## src/rtl/handshake_bit_receiver_if.sv

```systemverilog
// rtl/handshake_bit_receiver_if.sv - symbol handshake bundle between a bit sender and the receiver
interface handshake_bit_receiver_if #(
  parameter int W = 8
);
  localparam int CW = $clog2(W + 1);

  logic          bit1;
  logic          bit0;
  logic          dt;
  logic          ack;
  logic          senack;
  logic [W-1:0]  data;
  logic          data_valid;
  logic [CW-1:0] bit_count;
  logic          err_symbol;
  logic          err_timeout;

  modport master (
    output bit1, bit0, dt,
    input  ack, senack, data, data_valid, bit_count, err_symbol, err_timeout
  );

  modport slave (
    input  bit1, bit0, dt,
    output ack, senack, data, data_valid, bit_count, err_symbol, err_timeout
  );
endinterface

```

## src/rtl/handshake_bit_receiver.sv

```systemverilog
// rtl/handshake_bit_receiver.sv - clocked receiver for the one/zero symbol handshake with word assembly
module handshake_bit_receiver #(
  parameter int W           = 8,
  parameter int SYNC_STAGES = 2,
  parameter int TIMEOUT     = 255
) (
  input  logic                    clk,
  input  logic                    reset,
  handshake_bit_receiver_if.slave hs
);
  localparam int CW = $clog2(W + 1);
  localparam int TW = $clog2(TIMEOUT + 1);
  localparam logic [TW-1:0] TMO_LAST = TW'(TIMEOUT - 1);
  localparam logic [CW-1:0] CNT_LAST = CW'(W - 1);

  typedef enum logic [1:0] {IDLE, ACK, SEN} state_t;

  state_t                 r_state;
  logic [SYNC_STAGES-1:0] r_sync1;
  logic [SYNC_STAGES-1:0] r_sync0;
  logic [SYNC_STAGES-1:0] r_syncdt;
  logic [W-1:0]           r_shift;
  logic [W-1:0]           r_data;
  logic [CW-1:0]          r_bit_count;
  logic [TW-1:0]          r_tmo;
  logic                   r_ack;
  logic                   r_senack;
  logic                   r_data_valid;
  logic                   r_err_symbol;
  logic                   r_err_timeout;
  logic                   r_sym_lock;

  logic w_s1;
  logic w_s0;
  logic w_sdt;

  assign w_s1  = r_sync1[SYNC_STAGES-1];
  assign w_s0  = r_sync0[SYNC_STAGES-1];
  assign w_sdt = r_syncdt[SYNC_STAGES-1];

  always_ff @(posedge clk) begin
    if (!reset) begin
      r_state       <= IDLE;
      r_sync1       <= '0;
      r_sync0       <= '0;
      r_syncdt      <= '0;
      r_shift       <= '0;
      r_data        <= '0;
      r_bit_count   <= '0;
      r_tmo         <= '0;
      r_ack         <= 1'b0;
      r_senack      <= 1'b0;
      r_data_valid  <= 1'b0;
      r_err_symbol  <= 1'b0;
      r_err_timeout <= 1'b0;
      r_sym_lock    <= 1'b0;
    end else begin
      r_sync1       <= {r_sync1[SYNC_STAGES-2:0], hs.bit1};
      r_sync0       <= {r_sync0[SYNC_STAGES-2:0], hs.bit0};
      r_syncdt      <= {r_syncdt[SYNC_STAGES-2:0], hs.dt};
      r_data_valid  <= 1'b0;
      r_err_symbol  <= 1'b0;
      r_err_timeout <= 1'b0;
      if (!w_s1 && !w_s0) begin
        r_sym_lock <= 1'b0;
      end

      case (r_state)
        IDLE: begin
          r_tmo <= '0;
          // After an illegal overlap, both lines must go low before any symbol counts.
          if (w_s1 && w_s0) begin
            if (!r_sym_lock) begin
              r_err_symbol <= 1'b1;
              r_sym_lock   <= 1'b1;
            end
          end else if ((w_s1 || w_s0) && !r_sym_lock) begin
            r_shift <= r_shift | (W'(w_s1) << r_bit_count);
            r_ack   <= 1'b1;
            r_state <= ACK;
          end
        end

        ACK: begin
          if (!w_s1 && !w_s0 && w_sdt) begin
            r_ack    <= 1'b0;
            r_senack <= 1'b1;
            r_tmo    <= '0;
            r_state  <= SEN;
          end else if (r_tmo == TMO_LAST) begin
            r_ack         <= 1'b0;
            r_err_timeout <= 1'b1;
            r_bit_count   <= '0;
            r_shift       <= '0;
            r_tmo         <= '0;
            r_state       <= IDLE;
          end else begin
            r_tmo <= r_tmo + 1'b1;
          end
        end

        SEN: begin
          if (!w_sdt) begin
            r_senack <= 1'b0;
            r_tmo    <= '0;
            r_state  <= IDLE;
            if (r_bit_count == CNT_LAST) begin
              r_data       <= r_shift;
              r_data_valid <= 1'b1;
              r_bit_count  <= '0;
              r_shift      <= '0;
            end else begin
              r_bit_count <= r_bit_count + 1'b1;
            end
          end else if (r_tmo == TMO_LAST) begin
            r_senack      <= 1'b0;
            r_err_timeout <= 1'b1;
            r_bit_count   <= '0;
            r_shift       <= '0;
            r_tmo         <= '0;
            r_state       <= IDLE;
          end else begin
            r_tmo <= r_tmo + 1'b1;
          end
        end

        default: begin
          r_ack    <= 1'b0;
          r_senack <= 1'b0;
          r_state  <= IDLE;
        end
      endcase
    end
  end

  assign hs.ack         = r_ack;
  assign hs.senack      = r_senack;
  assign hs.data        = r_data;
  assign hs.data_valid  = r_data_valid;
  assign hs.bit_count   = r_bit_count;
  assign hs.err_symbol  = r_err_symbol;
  assign hs.err_timeout = r_err_timeout;
endmodule

```

## src/flat_wrapper.sv

```systemverilog
// flat-port wrapper written by rule: the top's interface ports become plain ports
module handshake_bit_receiver_flat 
#(
  parameter int W           = 8,
  parameter int SYNC_STAGES = 2,
  parameter int TIMEOUT     = 255
)
  (clk, reset, hs_bit1, hs_bit0, hs_dt, hs_ack, hs_senack, hs_data, hs_data_valid, hs_bit_count, hs_err_symbol, hs_err_timeout);
  handshake_bit_receiver_if #(.W(W)) hs_i ();
  input  logic clk;
  input  logic reset;
  input wire logic [$bits(hs_i.bit1)-1:0] hs_bit1;
  input wire logic [$bits(hs_i.bit0)-1:0] hs_bit0;
  input wire logic [$bits(hs_i.dt)-1:0] hs_dt;
  output wire logic [$bits(hs_i.ack)-1:0] hs_ack;
  output wire logic [$bits(hs_i.senack)-1:0] hs_senack;
  output wire logic [$bits(hs_i.data)-1:0] hs_data;
  output wire logic [$bits(hs_i.data_valid)-1:0] hs_data_valid;
  output wire logic [$bits(hs_i.bit_count)-1:0] hs_bit_count;
  output wire logic [$bits(hs_i.err_symbol)-1:0] hs_err_symbol;
  output wire logic [$bits(hs_i.err_timeout)-1:0] hs_err_timeout;
  assign hs_i.bit1 = hs_bit1;
  assign hs_i.bit0 = hs_bit0;
  assign hs_i.dt = hs_dt;
  assign hs_ack = hs_i.ack;
  assign hs_senack = hs_i.senack;
  assign hs_data = hs_i.data;
  assign hs_data_valid = hs_i.data_valid;
  assign hs_bit_count = hs_i.bit_count;
  assign hs_err_symbol = hs_i.err_symbol;
  assign hs_err_timeout = hs_i.err_timeout;
  handshake_bit_receiver #(.W(W), .SYNC_STAGES(SYNC_STAGES), .TIMEOUT(TIMEOUT)) u_core (.clk(clk), .reset(reset), .hs(hs_i));
endmodule
```

## config.mk

```make
export PLATFORM = sky130hd
export DESIGN_NAME = handshake_bit_receiver_flat
export DESIGN_NICKNAME = d
export VERILOG_FILES = /design/src/rtl/handshake_bit_receiver_if.sv /design/src/rtl/handshake_bit_receiver.sv /design/src/flat_wrapper.sv
export SDC_FILE = /design/constraint.sdc
export NUM_CORES = 1
export LEC_CHECK = 0
export CORE_ASPECT_RATIO = 0.7
export CORE_UTILIZATION = 42
export DETAILED_ROUTE_END_ITERATION = 16
export RECOVER_POWER = 50
export SETUP_SLACK_MARGIN = 0.3
export SYNTH_ARGS = -nofsm -noshare
export SYNTH_HDL_FRONTEND = slang
export SYNTH_SLANG_ARGS = --single-unit
export TNS_END_PERCENT = 20
```

## constraint.sdc

```tcl
create_clock -name clk -period 5 [get_ports clk]
set_input_delay 1 -clock clk [delete_from_list [all_inputs] [get_ports clk]]
set_output_delay 1 -clock clk [all_outputs]
set_load 0.02 [all_outputs]
```

* After elaboration in Yosys (flattened, before gate mapping)
Index checks and enable logic that the tools add are counted.
** Storage, ports and cells
- Output and inout bits :: 17
- Word-level logic and storage cells :: 92
- Input bits :: 5
- Flip-flop bits (word level) :: 42
** Operators by class
- Bitwise logic cells :: 5
- Add/sub/neg operators :: 2
- Reduce and logical (&&, ||, !) cells :: 19
- Multiplexer cells :: 40
- Shift operators :: 1
- Eq/ne operators :: 11
** Operator list (number)
- $mux W8 :: 9
- $pmux W8 S3 :: 2
- $mux W4 :: 4
- $mux W1 :: 15
- $mux W2 :: 5
- $reduce_and A3 Y1 :: 3
- $add A8 B1 Y8 const B :: 1
- $eq A8 B8 Y1 const B :: 1
- $or A8 B8 Y8 :: 1
- $pmux W4 S2 :: 1
- $shl A1 B4 Y8 :: 1
- $ne A3 B1 Y1 const B :: 2
- $pmux W1 S3 :: 2
- $pmux W2 S3 :: 1
- $reduce_and A5 Y1 :: 1
- $add A4 B1 Y4 const B :: 1
- $eq A4 B3 Y1 const B :: 1
- $logic_and A1 B1 Y1 :: 4
- $ne A2 B1 Y1 const B :: 2
- $ne A2 B2 Y1 const B :: 2
- $not A1 Y1 :: 4
- $reduce_and A2 Y1 :: 2
- $reduce_and A4 Y1 :: 1
- $logic_not A1 Y1 :: 3
- 9 further kinds :: 9

* Logic depth before layout (Yosys ltp)
Gate-level depths: netlist of the first run.
- Depth in word-level cells :: 6
- Depth in mapped cells :: 7

* Worst setup path after synthesis of the first run
OpenSTA, ideal clock, no wires.
- Kind :: input -> register
- Start point :: input reset
- End point :: register u_core.r_data[0] (netlist: u_core.hs.data[0])
- Slack :: 3.208 ns
- Data arrival time :: 1.665 ns
- Cell stages on the path :: 4
- Cell sequence :: inv_2 > clkbuf_1 > clkbuf_1 > nor2_1
** RTL lines
- start: declaration :: RTL line flat_wrapper.sv:11 : input logic reset;
- end signal: assignment :: RTL line handshake_bit_receiver.sv:108 : r_data <= r_shift;
- end: declaration :: RTL line handshake_bit_receiver.sv:23 : logic [W-1:0] r_data;
No word-level cell between the ends.

==> impl_results.md, run 1 <==
- Design area: 2260 sq um
- DRT iter0 DRCs: 75
- Setup violators final: 0
- Slew headroom: around two fifths
- Synth warn: 0
- Buffers on Ports: 21
- Post-CTS setup repair buffer count: 0
- Post-synth top area share: 44.0%
- Worst vdd ir: 0.000154 V
- DR top layer: met4
- Hold Crit Class: flop to flop
- Via count: 1544
- DP Wirelength: 2.77 mm
- Fmax: 307 MHz
- Post-CTS Resized: 0
- Largest area contributor in the synthesized netlist: dfxtp_1
- DP Area: about 2200 sq um
- CTS buffer count: 5
- Hold Violations, Final: 0
- Top-count cell post-synth: dfxtp_1
- Final wirelength: 3.91 mm
- Total negative slack: 0 ps
- CTS tree: yes
- Crit path capture type: flop
- DRC violations left: 0
- Vias in the first global route: 1418
- Post-Route M1 WL: 2.00 mm
- Post-synthesis sequential area ratio: between 40% and 50%
- Critical path fanouts, max: 24
- Startpoint types: primary input
- EDFF count, synth: 0
- Sink Count: 42
- Final #Nets: between 200 and 250
- Clock-pin slew on the worst setup and hold paths: 80 ps
- Status: complete, no violations
- Met2 routed WL: approximately 1.7 mm
- CP arrival: around 3500 ps
- Clock Path Buffers: 2
- Global-route usage over all layers: 18.5%
- Max-slew violations: 0
- Io pins: 22
- Width of the die: 82.6 microns
- Final setup skew: 8.39 ps
- Largest net degree at the start of global routing: 25
- Cell area after synthesis: 1910 sq um
- Register bit total from synthesis: 42
- Top cells by area, synth: dfxtp_1 44%, ha_1 4.6%, mux2i_1 4.2%
- Ant. Diodes: 0
- Tcrit/Tclk final: 65.2%
- Syn Nets: 215
- Fraction of registers with async set or reset after synthesis: 0%
- Clk root buf: clkbuf_8
- Initial antenna violation count: 0
- DR WL met3: ~140 microns
- RSZ-0062 raised after global routing: false
- PnR worst setup slack: 1740 ps
- Pre-CTS setup slack: 1790 ps
- Die Y: 58.5 microns
- Min Hold Slack: 439 ps
- Crit Path Category: primary input to flop
- Core area: 4350 sq um
- Grt ovf: 0
- Pwr dens: 339 nW/um^2
- Worst-skew pair later-pin latency: 290 ps
- Synth Flop Type: dfxtp_1
- Pleak: around 0.00086 uW
- Post-Syn Instances: 203
- First-pass GRT wire length: roughly 6.7 mm
- DR vias/cell: 5.55
- Layout cells sized above 1: under 10%
- CP required: 5220 ps
- DR WL/cell: 14.1 microns
- Crit path time final: 3260 ps
- Mapped Avg Cell Area: 9.42 sq um
- Starting Density: 43.9%
- Max cap viols: 0
- Drt pass-1 iters: 4
- Row count: 20
- Die footprint: ~4800 sq um
- Cell variety after synth: 53
- Area Overhead vs Synth: 18.4%
- ANT nets after route: 0
- H-tree levels: 2
- Hold Buf Count CTS: 0
- Tightest Pin Transition: around 900 ps
- Synth top cells by count: 42 x dfxtp_1, 21 x nor2_1, 19 x nand2_1
- Routability cong.: 0.749
-- logic make-up after synthesis --
logic type | share of synthesized area (%)
adder cells (fa/ha/maj) | 4.58
flip-flops | 44.0
multiplexers | 4.19
AO/OA/AOI/OAI | 15.5
AND/OR/NAND/NOR | 25.7
XOR/XNOR | 3.21
buffers and inverters | 2.88
-- worst paths after layout --
| kind | from | endpoint | slack (ps) | depth (start not counted) |
|---|---|---|---|---|
| max | reset | u_core.r_shift[5] | 1740 | 5 |
| min | u_core.r_sync0[0] | u_core.r_sync0[1] | 440 | 1 |
| max reg2reg | u_core.r_state[1] | u_core.r_shift[2] | 2860 | 5 |
| min reg2reg | u_core.r_sync0[0] | u_core.r_sync0[1] | 440 | 1 |
-- metal layers --
metal  GRT usage (%)  vias to the layer above
met5               0                        -
met4            5.17                        0
met3            5.12                        5
met2            27.2                       25
met1            26.5                      744
li1                -                      770
-- flip-flops by register name, indices dropped and copies added, names as in the netlist --
| name | flops |
|---|---|
| u_core.r_sync0 | 2 |
| u_core.hs.err_timeout | 1 |
| u_core.hs.ack | 1 |
| u_core.hs.err_symbol | 1 |
| u_core.hs.data | 8 |
| u_core.r_state | 2 |
| u_core.hs.senack | 1 |
| u_core.hs.data_valid | 1 |
| u_core.hs.bit_count | 4 |
| u_core.r_sym_lock | 1 |
| u_core.r_shift | 8 |
| u_core.r_sync1 | 2 |
| u_core.r_syncdt | 2 |
| u_core.r_tmo | 8 |
-- cell usage in the layout, fill, tap and decap left out, drive strengths merged, types with 2 or more instances in the layout --
cell,netlist,layout
a21oi,11,11
o211a,2,2
nand3b,2,2
clkdlybuf4s50,0,4
xor2,5,5
dfxtp,42,42
nor3,3,3
dlygate4sd3,0,17
and3,2,2
nand2,19,19
and2,6,6
nand4,9,9
and3b,2,2
inv,5,5
nor2,22,22
mux2i,8,8
nor4b,2,2
nand2b,2,2
o21ai,10,10
o22ai,2,2
xnor2,2,2
or3b,3,3
a32oi,3,3
a311oi,2,2
ha,7,7
a311o,2,2
nand3,5,5
clkinv,0,2
clkbuf,5,5
-- metrics by stage --
stage / cells / total power, uW / utilization (%)
2_1_floorplan: 203 / 476 / -
3_3_place_gp: 270 / 511 / 49.5
3_5_place_dp: 270 / 514 / 49.5
4_1_cts: 278 / 777 / 52.0
5_1_grt: 278 / 806 / 52.0
6_report: 278 / 767 / 52.0
-- power breakdown --
group / internal, uW / switching (uW) / total (uW)
clock network: 147 / 116 / 263
logic: 54.0 / 94.7 / 149
registers: 346 / 10.1 / 356
-- worst max-delay path, cell delays in order --
cell           delay, ps
dlygate4sd3_1       1120
inv_1                590
nor4b_1              510
nand4_1              140
o21ai_1              110
-- cell type report --
cell class,count,area [sq um]
Clock buffer,5,68.8
Clock inverter,3,40.0
Fill cell,406,2090
Inverter,5,18.8
Multi-Input combinational cell,147,1020
Sequential cell,42,841
Tap cell,55,68.8
Timing Repair Buffer,21,210
No activity file was read; power rests on OpenSTA's default activity.
==> inputs of run 2 (changes only) <==
--- a/config.mk
+++ b/config.mk
@@ -8,6 +8,7 @@
 export CORE_ASPECT_RATIO = 0.7
 export CORE_UTILIZATION = 42
 export DETAILED_ROUTE_END_ITERATION = 16
+export PLACE_DENSITY = 0.65
 export RECOVER_POWER = 50
 export SETUP_SLACK_MARGIN = 0.3
 export SYNTH_ARGS = -nofsm -noshare
==> constraint.sdc (replaced) <==
create_clock -name clk -period 2.7 [get_ports clk]
set_input_delay 0.54 -clock clk [delete_from_list [all_inputs] [get_ports clk]]
set_output_delay 0.54 -clock clk [all_outputs]
set_load 0.02 [all_outputs]
==> impl_results.md, run 2 (synthesis gave the netlist of run 1 again) <==
- Status: complete, no violations
- Via count: 1501
- Met3 usage: 5.12%
- Worst path depth: 5
- Hold Buf Count CTS: 0
- Crit path time final: 2210 ps
- Hold Path Depth: 1
- Combinational power share: slightly above 20%
- R2R Setup Slk: 580 ps
- Worst R2R End: u_core.hs.data[0]
- Die Y: ~60 microns
- Power, Total: 1360 uW
- R2r startpoint: u_core.hs.bit_count[0]
- Final #Nets: around 240
- Routability cong.: ~0.76
- Worst path slowest cell: clkbuf_1
- Max-slew violations: 0
- Reg power frac: 48.4%
- Startpoint types: primary input
- Worst-path cell chain: dlygate4sd3_1 > clkbuf_1 > and4b_1 > nand3_1 > o22ai_1
- H-tree levels: 2
- DP Area: 2180 sq um
- Area of the multi-input gates: 990 sq um
- DRT iter0 DRCs: 44
- Clock-pin slew on the worst setup and hold paths: ~80 ps
- Clock Path Buffers: 2
- Hold Violations, Final: 0
- Finished Layout Cells: 281
- Final setup skew: 6.22 ps
- Sw Share: 30.2%
- First-pass GRT wire length: 6.34 mm
- Tightest Pin Transition: 970 ps
- Final wirelength: ~3.8 mm
- CP required: 2920 ps
- Global routing's busiest layer: met2
- Inst Count DP: 273
- Power Internal: ~950 uW
- DR WL/cell: between 10 and 15 microns
- Post-CTS setup repair buffer count: 0
- Clk root buf: clkbuf_8
- DP Wirelength: 2.65 mm
- Commonest non-fill, non-tap cell in the layout: dfxtp_1
- Crit Path Category: primary input to flop
- ANT nets after route: 0
- GR Layer Usage met2: 26.7%
- Layout cells sized above 1: about 6.6%
- Min-Delay Endpoint: u_core.r_sync0[1]
- Worst-skew pair later-pin latency: 290 ps
- Sink Count: 42
- Die footprint: 4830 sq um
- DR vias/cell: 5.34
- Pwr dens: 609 nW/um^2
- FF/Latch Area: 841 sq um
- Setup violators final: 0
- Post-CTS Resized: 0
- CP arrival: 2430 ps
- Finished Core Util: 51.4%
- Io pins: 22
- Routing usage on met1: 24.0%
- Global-route usage over all layers: 17.3%
- Max cap viols: 0
- Grt ovf: 0
- Design area: 2240 sq um
- Starting Density: 43.9%
- Core area: 4350 sq um
- CTS tree: yes
- Slew headroom: 35.3%
- Total negative slack: 0 ps
- Crit path capture type: flop
- Largest net degree at the start of global routing: 24
- Layout fillers: 423
- CTS buffer count: 5
- Ant. Diodes: 0
- Buffers on Ports: 21
- Slowest cell delay on critical path: 730 ps
- Pleak: 0.000812 uW
- Worst vdd ir: 0.000313 V
- Vias in the first global route: 1385
- RSZ-0062 raised after global routing: false
- Row count: 20
- Sw Pwr: about 400 uW
- Drt pass-1 iters: 4
- Share of total power in the clock network: 30.9%
- R2R cell count: 5
- DRC violations left: 0
- Hold Crit Class: flop to flop
- Crit path max-delay family: buffers and inverters
- Width of the die: 82.6 microns
- Fmax: 453 MHz
- Worst path bufs/invs: 2
- Initial antenna violation count: 0
- Tcrit/Tclk final: 81.7%
- Most frequent cells in the layout: 42 x dfxtp_1, 22 x nor2_1, 19 x nand2_1, 17 x clkdlybuf4s50_1, 10 x a21oi_1
- Critical path fanouts, max: 23
- Area Overhead vs Synth: 17.1%
- Hold Path Origin: u_core.r_sync0[0]
## run 2: cell types whose count changed in the layout (fill, tap and decap cells not counted), sizes merged
cell,change
buf,+1
bufinv,-1
clkbuf,+3
clkdlybuf4s50,+13
clkinv,-1
clkinvlp,+1
dlygate4sd3,-13
## run 2: per-stage QoR
step / setup slack, ps / hold WS [ps]
2_1_floorplan: 920 / 412
3_3_place_gp: 741 / 413
3_5_place_dp: 689 / 417
4_1_cts: 693 / 436
5_1_grt: 350 / 461
6_report: 493 / 436
## run 2: power groups by stage
stage / clock (uW) / combinational (uW) / sequential [uW]
floorplan: 0 / 205 / 677
global placement: 0 / 291 / 673
detailed placement: 0 / 291 / 674
CTS: 433 / 292 / 660
global route: 457 / 307 / 663
finish: 421 / 281 / 660
## run 2: worst max path at each step
stage,from,endpoint,slack [ps]
after floorplan,u_core.hs.bit_count[0],u_core.r_shift[0],920
after global placement,u_core.r_state[0],u_core.r_shift[1],740
after detailed placement,u_core.r_state[0],u_core.r_shift[3],690
after CTS,u_core.r_state[0],u_core.r_shift[7],690
after global routing,reset,u_core.r_shift[7],350
final,reset,u_core.r_shift[7],490
## run 2: final cells by class
| type | instances | area share (%) |
|---|---|---|
| Tap cell | 55 | 3.07 |
| Timing Repair Buffer | 24 | 10.1 |
| Inverter | 5 | 0.838 |
| Clock buffer | 6 | 3.69 |
| Clock inverter | 2 | 0.559 |
| Multi-Input combinational cell | 147 | 44.2 |
| Sequential cell | 42 | 37.6 |
## run 2: metal layers
| metal | routed length (microns) | share of wire [%] |
|---|---|---|
| met1 | 2090 | 55 |
| met2 | 1570 | 41 |
| met3 | 100 | 2.6 |
| met4 | 34 | 0.90 |
| met5 | 0 | 0 |
